<file path="src/rtl/result_trace_buffer.sv">
`default_nettype none
// ============================================================================
//  Module   : result_trace_buffer
//  Purpose  : Captures {PC, writeback result} records from a single-cycle
//             core into a small FIFO and serialises them MSB-first as a byte
//             stream with a valid/ready handshake. A full FIFO drops the
//             newest record and counts it, so the core is never stalled.
//  Revision : 1.0  initial release
// ============================================================================
module result_trace_buffer #(
  parameter int DEPTH = 8,
  parameter int AW    = 3
) (
  input  logic          clk,
  input  logic          reset,
  input  logic [31:0]   pc_in,
  input  logic [31:0]   result_in,
  input  logic          capture_en,
  output logic [7:0]    out_data,
  output logic          out_valid,
  input  logic          out_ready,
  output logic [AW:0]   level,
  output logic          overflow,
  output logic [7:0]    drop_count
);

  typedef enum logic [0:0] {
    ST_IDLE = 1'b0,
    ST_SEND = 1'b1
  } state_t;

  state_t        state_q, state_d;
  logic [AW:0]   wr_ptr_q, wr_ptr_d;
  logic [AW:0]   rd_ptr_q, rd_ptr_d;
  logic [63:0]   mem_q [DEPTH];
  logic [63:0]   shift_q, shift_d;
  logic [2:0]    byte_idx_q, byte_idx_d;
  logic [AW:0]   level_q, level_d;
  logic          overflow_q, overflow_d;
  logic [7:0]    drop_q, drop_d;

  logic          fifo_empty;
  logic          fifo_full;
  logic          pop;
  logic          push;
  logic          drop;
  logic          handshake;
  logic [63:0]   rd_data;

  // Pointers carry one extra wrap bit so full and empty are distinguishable.
  assign fifo_empty = (wr_ptr_q == rd_ptr_q);
  assign fifo_full  = (wr_ptr_q[AW] != rd_ptr_q[AW]) &&
                      (wr_ptr_q[AW-1:0] == rd_ptr_q[AW-1:0]);
  assign rd_data    = mem_q[rd_ptr_q[AW-1:0]];

  assign out_valid  = (state_q == ST_SEND);
  assign out_data   = shift_q[63:56];
  assign handshake  = out_valid && out_ready;

  // A pop in the same cycle frees the slot, so a push into a full FIFO
  // is only dropped when the serialiser is not taking a record.
  assign push = capture_en && (!fifo_full || pop);
  assign drop = capture_en && fifo_full && !pop;

  assign level      = level_q;
  assign overflow   = overflow_q;
  assign drop_count = drop_q;

  // Serialiser next-state: load a record, shift out bytes, chain records.
  always_comb begin
    state_d    = state_q;
    shift_d    = shift_q;
    byte_idx_d = byte_idx_q;
    pop        = 1'b0;
    case (state_q)
      ST_IDLE: begin
        if (!fifo_empty) begin
          pop        = 1'b1;
          shift_d    = rd_data;
          byte_idx_d = 3'd0;
          state_d    = ST_SEND;
        end
      end
      ST_SEND: begin
        if (handshake) begin
          if (byte_idx_q != 3'd7) begin
            shift_d    = {shift_q[55:0], 8'h00};
            byte_idx_d = byte_idx_q + 3'd1;
          end else if (!fifo_empty) begin
            // Chain straight into the next record with no idle gap.
            pop        = 1'b1;
            shift_d    = rd_data;
            byte_idx_d = 3'd0;
          end else begin
            state_d    = ST_IDLE;
          end
        end
      end
      default: begin
        state_d = ST_IDLE;
      end
    endcase
  end

  // FIFO bookkeeping: pointers, occupancy and drop statistics.
  always_comb begin
    wr_ptr_d   = wr_ptr_q + {{AW{1'b0}}, push};
    rd_ptr_d   = rd_ptr_q + {{AW{1'b0}}, pop};
    level_d    = wr_ptr_d - rd_ptr_d;
    overflow_d = overflow_q | drop;
    drop_d     = drop_q;
    if (drop && (drop_q != 8'hFF)) begin
      drop_d = drop_q + 8'd1;
    end
  end

  // State and control registers with synchronous active-low reset.
  always_ff @(posedge clk) begin
    if (!reset) begin
      state_q    <= ST_IDLE;
      wr_ptr_q   <= '0;
      rd_ptr_q   <= '0;
      shift_q    <= '0;
      byte_idx_q <= '0;
      level_q    <= '0;
      overflow_q <= 1'b0;
      drop_q     <= '0;
    end else begin
      state_q    <= state_d;
      wr_ptr_q   <= wr_ptr_d;
      rd_ptr_q   <= rd_ptr_d;
      shift_q    <= shift_d;
      byte_idx_q <= byte_idx_d;
      level_q    <= level_d;
      overflow_q <= overflow_d;
      drop_q     <= drop_d;
    end
  end

  // Record storage; contents are don't-care after reset, so no reset here.
  always_ff @(posedge clk) begin
    if (push && reset) begin
      mem_q[wr_ptr_q[AW-1:0]] <= {pc_in, result_in};
    end
  end

endmodule
`default_nettype wire

</file>
<file path="config.mk">
export PLATFORM = sky130hd
export DESIGN_NAME = result_trace_buffer
export DESIGN_NICKNAME = d
export VERILOG_FILES = /design/src/rtl/result_trace_buffer.sv
export SDC_FILE = /design/constraint.sdc
export NUM_CORES = 1
export LEC_CHECK = 0
export ABC_AREA = 1
export CAP_MARGIN = 20
export CELL_PAD_IN_SITES_DETAIL_PLACEMENT = 0
export CELL_PAD_IN_SITES_GLOBAL_PLACEMENT = 1
export CORE_AREA = 3 3 261 263
export CTS_CLUSTER_DIAMETER = 200
export DETAILED_ROUTE_END_ITERATION = 10
export DIE_AREA = 0 0 264 266
export MAX_ROUTING_LAYER = met4
export PLACE_DENSITY = 0.76
export SYNTH_ARGS = -nofsm -noshare
export SYNTH_HDL_FRONTEND = slang
export SYNTH_SLANG_ARGS = --single-unit
</file>
<file path="constraint.sdc">
create_clock -name clk -period 7.3 [get_ports clk]
set_input_delay 1.46 -clock clk [delete_from_list [all_inputs] [get_ports clk]]
set_output_delay 1.46 -clock clk [all_outputs]
set_load 0.02 [all_outputs]
</file>
# Word-level counts from Yosys, hierarchy flattened
# Memory sizes are Yosys's and may differ from the RTL's. A register that Yosys moved wholly into a read port is not among the register bits.
# Index checks and enable logic that the tools add are counted.
[op_classes] add_sub_neg=5 mul=0 n_div=0 n_lt_le_gt_ge=0 eq_ne=6 shift=0 muxes=18 n_bitwise=2 reduce_logical=10
[op_table] cell="two-way mux 64 bit" count=3
[op_table] cell="one-hot mux 64 bit (2 select lines)" count=1
[op_table] cell="two-way mux 3 bit" count=4
[op_table] cell="adder 4 x 1 -> 4 bit" count=2
[op_table] cell="adder 8 x 1 -> 8 bit, second input constant" count=1
[op_table] cell="!= test 8 bit, second input constant" count=1
[op_table] cell="logical AND 1 bit" count=7
[op_table] cell="two-way mux 1 bit" count=7
[op_table] cell="one-hot mux 3 bit (2 select lines)" count=1
[op_table] cell="== test 4 bit" count=1
[op_table] cell="one-hot mux 1 bit (2 select lines)" count=2
[op_table] cell="subtractor 4 bit" count=1
[op_table] cell="adder 3 x 1 -> 3 bit, second input constant" count=1
[op_table] cell="== test 3 bit" count=1
[op_table] cell="!= test 3 bit, second input constant" count=1
[op_table] cell="logical NOT 1 bit" count=2
[op_table] cell="!= test 2 x 1 -> 1 bit, second input constant" count=1
[op_table] cell="logical OR 1 bit" count=1
[op_table] cell="!= test 1 bit" count=1
[op_table] cell="NOT 1 bit" count=1
[op_table] cell="OR 1 bit" count=1
[word_totals] ff_bits=89 latch_bits=0 ramBits=512 mem_bits_ro=0 output_inout_bits=22 word_cells=50 memories=1
[memory_table] memory="mem_q" depth=8 width=64 read_ports=1 rd_ports_with_merged_regs=1 write_ports=1 line="35" text="logic [63:0] mem_q [DEPTH];"

# Longest topological paths before layout
# Gate-level depths: netlist (run 1).
[depth] ltp_word=10 ltp_mapped=20

# Worst setup path after synthesis (run 1)
# OpenSTA, ideal clock, no wires.
[synth_timing] path_kind="input -> register" start="input out_ready" end="memory mem_q[0][0] (enable)" setup_time_ns=0.486 t_arrival_ns=5.054 required_ns=6.814 setup_slack_ns=1.760 stages=11 path_cell_list="inv_1 > nand2_2 > buf_4 > nand2_2 > nand2_1 > inv_1 > nand2_1 > inv_1 > nor3_1 > nand2_1 > nor2_1"
[synth_via] elab_chain_cells=8
[synth_lines] item="start, declared" line="21" text="input logic out_ready,"
[synth_lines] item="logical AND 1 bit" line="58" text="assign handshake = out_valid && out_ready;"
[synth_lines] item="two-way mux 1 bit" line="85" text="if (handshake) begin"
[synth_lines] item="one-hot mux 1 bit (2 select lines)" line="75" text="case (state_q)"
[synth_lines] item="logical OR 1 bit" line="62" text="assign push = capture_en && (!fifo_full || pop);"
[synth_lines] item="logical AND 1 bit" line="62"
[synth_lines] item="logical AND 1 bit" line="142" text="if (push && reset) begin"
[synth_lines] item="two-way mux 1 bit" line="142"
[synth_lines] item="two-way mux 1 bit (not written as such)" line="143" text="mem_q[wr_ptr_q[AW-1:0]] <= {pc_in, result_in};"
[synth_lines] item="end, declared" line="35"
# No other way between the ends.

# Worst setup path in the final report (run 1)
[layout_timing] start="input out_ready" end="memory mem_q[6][20] (enable)"
# Same word-level chain as after synthesis.

==> results of run 1 <==
[metrics by stage]
step           power [mW]  cell area (µm²)  setup slack (ps)  instances
3_5_place_dp        6.213            27870              2119       3558
5_1_grt             9.805            29900              2588       3676
3_3_place_gp        6.170            27870              2126       3558
6_report            9.301            29900              2789       3676
2_1_floorplan       5.666            26330              1760       2726
4_1_cts             9.382            29890              2773       3672
[how the worst min path moves through the flow]
stage             startpoint            end  depth (start not counted)
2_1_floorplan  byte_idx_q[0]  byte_idx_q[0]                          1
3_3_place_gp   byte_idx_q[0]  byte_idx_q[0]                          1
3_5_place_dp   byte_idx_q[0]  byte_idx_q[0]                          1
4_1_cts        byte_idx_q[0]  byte_idx_q[0]                          1
5_1_grt        byte_idx_q[0]  byte_idx_q[0]                          1
6_report       byte_idx_q[0]  byte_idx_q[0]                          1
[placed cells by master (no fill, tap or decap)]
cell type	instances
nor2_1	113
nand3_2	14
nand3_1	466
buf_4	18
o21ai_1	1
diode_2	4
nand4_1	1
clkinv_1	18
nor2_4	9
ha_1	10
clkinv_2	11
buf_2	1
nor2_2	2
buf_12	7
inv_6	3
nand2_4	1
bufinv_16	10
dfxtp_1	86
o21a_1	1
dfxtp_4	3
clkbuf_16	61
edfxtp_1	512
fa_1	1
inv_1	473
nand2_2	3
clkdlybuf4s50_1	88
xor2_1	6
nor3_1	2
clkbuf_1	13
a21oi_1	14
nand2_1	811
inv_2	3
o21ai_0	9
or2_0	1
xnor2_1	5
clkinvlp_4	3
or2_2	28
[cell usage after synthesis (all sizes together) (6+ instances only)]
library cell  number
a21oi             14
buf              106
clkbuf            40
dfxtp             89
edfxtp           512
ha                10
inv              479
nand2            815
nand3            480
nor2             124
o21ai             10
or2               29
xor2               6
[kinds of logic (layout without fill, tap and decap cells)]
family	count (synthesis)	count (layout)	synth area share [%]
and+or+nand+nor	1451	1451	23.61
buffers and inverters	627	709	9.836
DFF	601	601	65.15
AOI/OAI and AO/OA	25	25	0.4846
adders and majority gates	11	11	0.5512
xor gates and xnor gates	11	11	0.3659
other	0	4	0
[power breakdown]
part | switching (mW) | internal [mW]
Clock | 1.29 | 1.88
Sequential | 0.160 | 3.90
Combinational | 1.43 | 0.637
[layer usage]
| layer | GRT usage, % | routed length (µm) |
|---|---|---|
| met1 | 23.91 | 28380 |
| met3 | 3.112 | 3403 |
| met5 | - | 0 |
| met2 | 28.61 | 29460 |
| met4 | 4.490 | 1245 |
[worst max-delay path, delay by kind of cell]
family / cells / cell delay, ps
simple gates: 7 / 2170
buf+inv: 5 / 1110
[registers in the layout (all words and copies together) (netlist names), 3 cells and up]
name        flops
shift_q        64
byte_idx_q      3
wr_ptr_q        4
level           4
drop_count      8
mem_q         512
rd_ptr_q        4
[final cells by class]
| class | instances | area (µm²) |
|---|---|---|
| flip-flops and latches | 601 | 17170 |
| fillers | 6116 | 35960 |
| multi-input cells | 1498 | 6651 |
| repair buffers | 114 | 1161 |
| diodes | 4 | 10.01 |
| clock buffers | 74 | 1575 |
| well taps | 864 | 1081 |
| inverters | 481 | 1813 |
| clock inverters | 40 | 445.4 |
==> impl_metrics.ini, run 1 <==
[place]
port_buffers = 89
dpl.hpwl_mm = 34.74
finalWeightedCongestion = 0.7772

[timing]
period_needed_ps = 4511
worstMarginPinSlew_ps = 1111
finClkSkew_ps = 20.24
holdWs_ps = 464.3
drv_slew = 0
fmax_ghz = 0.2217
maxSlewHeadroom_pct = 25.96
setup_viol = 0
fin_crit_sh_pct = 61.80
hold_viol_final = 0
rsz0062_at_grt = false
fin_setup_tns_ps = 0

[global_route]
grt_pass1_wl_mm = 95.96
grt_max_degree = 106
overflow = 0
antenna_found_initial = 4
grt_pass1_vias = 16940
grt_use_total_pct = 17.91

[synth]
yosys-top-cells-area = edfxtp_1 (58%), nand2_1 (12%), nand3_1 (8.9%), dfxtp_1 (6.8%), inv_1 (6.7%)
ys.flop_type = edfxtp_1
yosysTopAreaCell = edfxtp_1
syn_avg_cell_area_um2 = 9.660
synth_area_um2 = 26330
async_flop_share_pct = 0
ys_seq_area_share_pct = 65.15
yosys.cell_types.count = 32
synthesis.nets = 2805
synth_edf_count = 512
synth_top_area_share_pct = 58.39
synth_cells = 2726
yosys_register_bits = 601
synth_warnings = 0

[route]
drc = 0
drt_iter0_drc = 1415
viasPerCell = 4.871
via_count = 17900
routed_wl_mm = 62.48
dr.pass1.iters = 6
wl_per_cell_um = 17.00
final_antenna_net_count = 0

[critical_path]
cp-start-kind = primary input
crit_end = mem_q[6][20]
rr_startpoint = rd_ptr_q[1]
cp.required_ps = 7600
r2r-end = mem_q[6][20]
max_stage_delay_ps = 840
worstSetupPathType = in2reg
startpoint = out_ready
ff2ff_setup_slack_ps = 3080
crit_slowest_cell = nor2_4
critPathCaptureType = register
reg2reg_depth = 11
cp_cell_sequence = clkdlybuf4s50_1 -> inv_1 -> nand2_2 -> nand2_2 -> nand2_1 -> inv_1 -> nand2_1 -> inv_1 -> nor3_1 -> nand2_1 -> nor2_4 -> buf_12
crit_fanout = 42
crit_arrival_ps = 4810

[clock_network]
clk_latency_ps = 630
htreeDepth = 2
cts_made_buffers = 60
root_buffer = clkbuf_16
cts_sinks = 601
clk_pin_slew_ps = 70
cts_tree = built
cts_setup_buffers = 0
cts_hold_buffers = 0
ctsResizeCount = 0
clockBufferDepth = 3

[power]
peakVddDrop_uv = 198.0
power.leakage_nw = 12.79
powerDensity_nw_per_um2 = 311.0

[floorplan]
start_util_pct = 39.98
dieHeight_um = 266
dieArea_um2 = 70220
num_rows = 94
die_w_um = 264
core_um2 = 65860
ios = 90

[hold_path]
hold_class = reg2reg

[final_layout]
drive_above_1_share_pct = 6.303
area_growth_pct = 13.57
post-route-util_pct = 45.40
finalNetCount = 2835

[flow_run]
cap_violations = 0

[status]
status = complete, no violations
Note: power is estimated with default switching activity, not from simulation.
==> run 2, diff against run 1 <==
--- a/config.mk
+++ b/config.mk
@@ -14,7 +14,7 @@
 export DETAILED_ROUTE_END_ITERATION = 10
 export DIE_AREA = 0 0 264 266
 export MAX_ROUTING_LAYER = met4
-export PLACE_DENSITY = 0.76
+export PLACE_DENSITY = 0.78
 export SYNTH_ARGS = -nofsm -noshare
 export SYNTH_HDL_FRONTEND = slang
 export SYNTH_SLANG_ARGS = --single-unit
==> constraint.sdc (replaced) <==
create_clock -name clk -period 3.95 [get_ports clk]
set_input_delay 0.79 -clock clk [delete_from_list [all_inputs] [get_ports clk]]
set_output_delay 0.79 -clock clk [all_outputs]
set_load 0.02 [all_outputs]
==> impl_metrics.ini, run 2 (synthesized netlist as in run 1, its figures left out) <==
[status]
status = complete, no violations

[place]
pre_cts_ws_ps = 457.1
port_buffers = 89
dpl.hpwl_mm = 32.97
placedCellCount = 3569
finalWeightedCongestion = 0.7613

[critical_path]
max_stage_delay_ps = 750
cpMostUsedCell = nand2_1
startpoint = rd_ptr_q[2]
crit_buf_inv = 2
crit_fanout = 34
crit_arrival_ps = 3570
cp_top_family = simple AND/OR/NAND/NOR gates
r2r-end = level[3]
reg2reg_depth = 17
rr_startpoint = rd_ptr_q[2]
cp.required_ps = 4490
cp-start-kind = register
ff2ff_setup_slack_ps = 920
crit_slowest_cell = dfxtp_4
critPathCaptureType = register
cp_cell_sequence = clkinv_2 -> nand2_1 -> nand2_2 -> nor2_1 -> nand2_1 -> inv_1 -> nor2_1 -> ha_1 -> ha_1 -> or2_2 -> nand2_1 -> ha_1 -> a21oi_1 -> nand2_1 -> nand3_1 -> nand2_1 -> nor2_1
worstSetupPathType = reg2reg

[timing]
worstMarginPinSlew_ps = 1123
finClkSkew_ps = 22.68
maxSlewHeadroom_pct = 25.13
fmax_ghz = 0.3304
finalWorstSetupSlack_ps = 923.0
setup_viol = 0
hold_viol_final = 0
fin_crit_sh_pct = 76.63
drv_slew = 0
period_needed_ps = 3027
rsz0062_at_grt = false

[power]
powerDensity_nw_per_um2 = 562.9
peakVddDrop_uv = 348.9
power.leakage_nw = 12.78

[flow_run]
cap_violations = 0

[global_route]
grt_use_total_pct = 17.91
antenna_found_initial = 6
grt_pass1_vias = 17230
grt_max_degree = 205
grt_pass1_wl_mm = 96.48
overflow = 0

[floorplan]
dieArea_um2 = 70220
core_um2 = 65860
ios = 90
num_rows = 94
start_util_pct = 39.98
die_w_um = 264
dieHeight_um = 266

[route]
routed_wl_mm = 61.70
dr.pass1.iters = 5
via_count = 17730
final_antenna_net_count = 0
wl_per_cell_um = 16.75
drc = 0
drt_iter0_drc = 1347
viasPerCell = 4.815

[clock_network]
cts_made_buffers = 59
cts_setup_buffers = 0
ctsResizeCount = 0
clockBufferDepth = 3
clk_pin_slew_ps = 60
cts_hold_buffers = 0
cts_sinks = 601
htreeDepth = 2
root_buffer = clkbuf_16
clk_latency_ps = 620
cts_tree = built

[hold_path]
hp-start = byte_idx_q[0]
hold_depth = 1
hold_class = reg2reg
hold_end = byte_idx_q[0]

[final_layout]
finalNetCount = 2845
fill_cells = 6092
multi_input_area_um2 = 6651
area_growth_pct = 13.48
mostFrequentLayoutCells = nand2_1 (811), edfxtp_1 (512), inv_1 (473)
final_common_cell = nand2_1
area.sequential_um2 = 17170
largest_register_ffs = 512
fin_cells = 3683
drive_above_1_share_pct = 6.648
==> run 2: cell types whose count changed in the layout (fill, tap and decap cells not counted), moves of 2 or more <==
| cell | before | now |
|---|---|---|
| clkinv_4 | 0 | 2 |
| buf_12 | 7 | 9 |
| buf_4 | 18 | 27 |
| clkbuf_8 | 0 | 2 |
| clkinv_1 | 18 | 12 |
| bufinv_16 | 10 | 5 |
| diode_2 | 4 | 6 |
==> run 2: how the worst max path moves through the flow <==
| stage | endpoint | slack (ps) | cells after the start |
|---|---|---|---|
| after detailed placement | mem_q[6][59] | 460 | 12 |
| after CTS | level[3] | 930 | 17 |
| after global routing | level[3] | 660 | 17 |
| after floorplan | mem_q[0][0] | -920 | 11 |
| after global placement | level[3] | 500 | 18 |
| final | level[3] | 920 | 17 |
==> run 2: per-layer routing <==
metal	vias up	part of all wire (%)	routed length, µm	global-route usage [%]
met1	8444	45	27500	23.15
met4	0	1.8	1139	4.816
li1	8771	-	-	-
met5	-	0	0	-
met3	95	6.2	3847	3.398
met2	423	47	29220	29.13
==> run 2: area by class of cell <==
type | count | area share, %
clock inverters | 32 | 1.013
diodes | 6 | 0.05025
multi-input cells | 1498 | 22.26
clock buffers | 76 | 5.293
flip-flops and latches | 601 | 57.45
well taps | 864 | 3.618
repair buffers | 125 | 4.246
inverters | 481 | 6.067
==> run 2: stage by stage <==
step	hold slack, ps	power, mW	TNS, ps	util [%]	cell area, µm²
2_1_floorplan	433.0	10.47	-471070	-	26330
3_3_place_gp	444.0	11.37	0	42.48	27980
3_5_place_dp	469.7	11.47	0	42.48	27980
4_1_cts	478.9	16.99	0	45.35	29870
5_1_grt	491.4	17.79	0	45.37	29880
6_report	477.2	16.82	0	45.37	29880
==> run 2: report_power, final <==
part / leakage (nW) / internal (mW) / switching (mW)
clock network: 0.912 / 3.14 / 2.35
logic: 6.52 / 1.21 / 2.72
registers: 5.35 / 7.21 / 0.183
total: 12.8 / 11.6 / 5.26
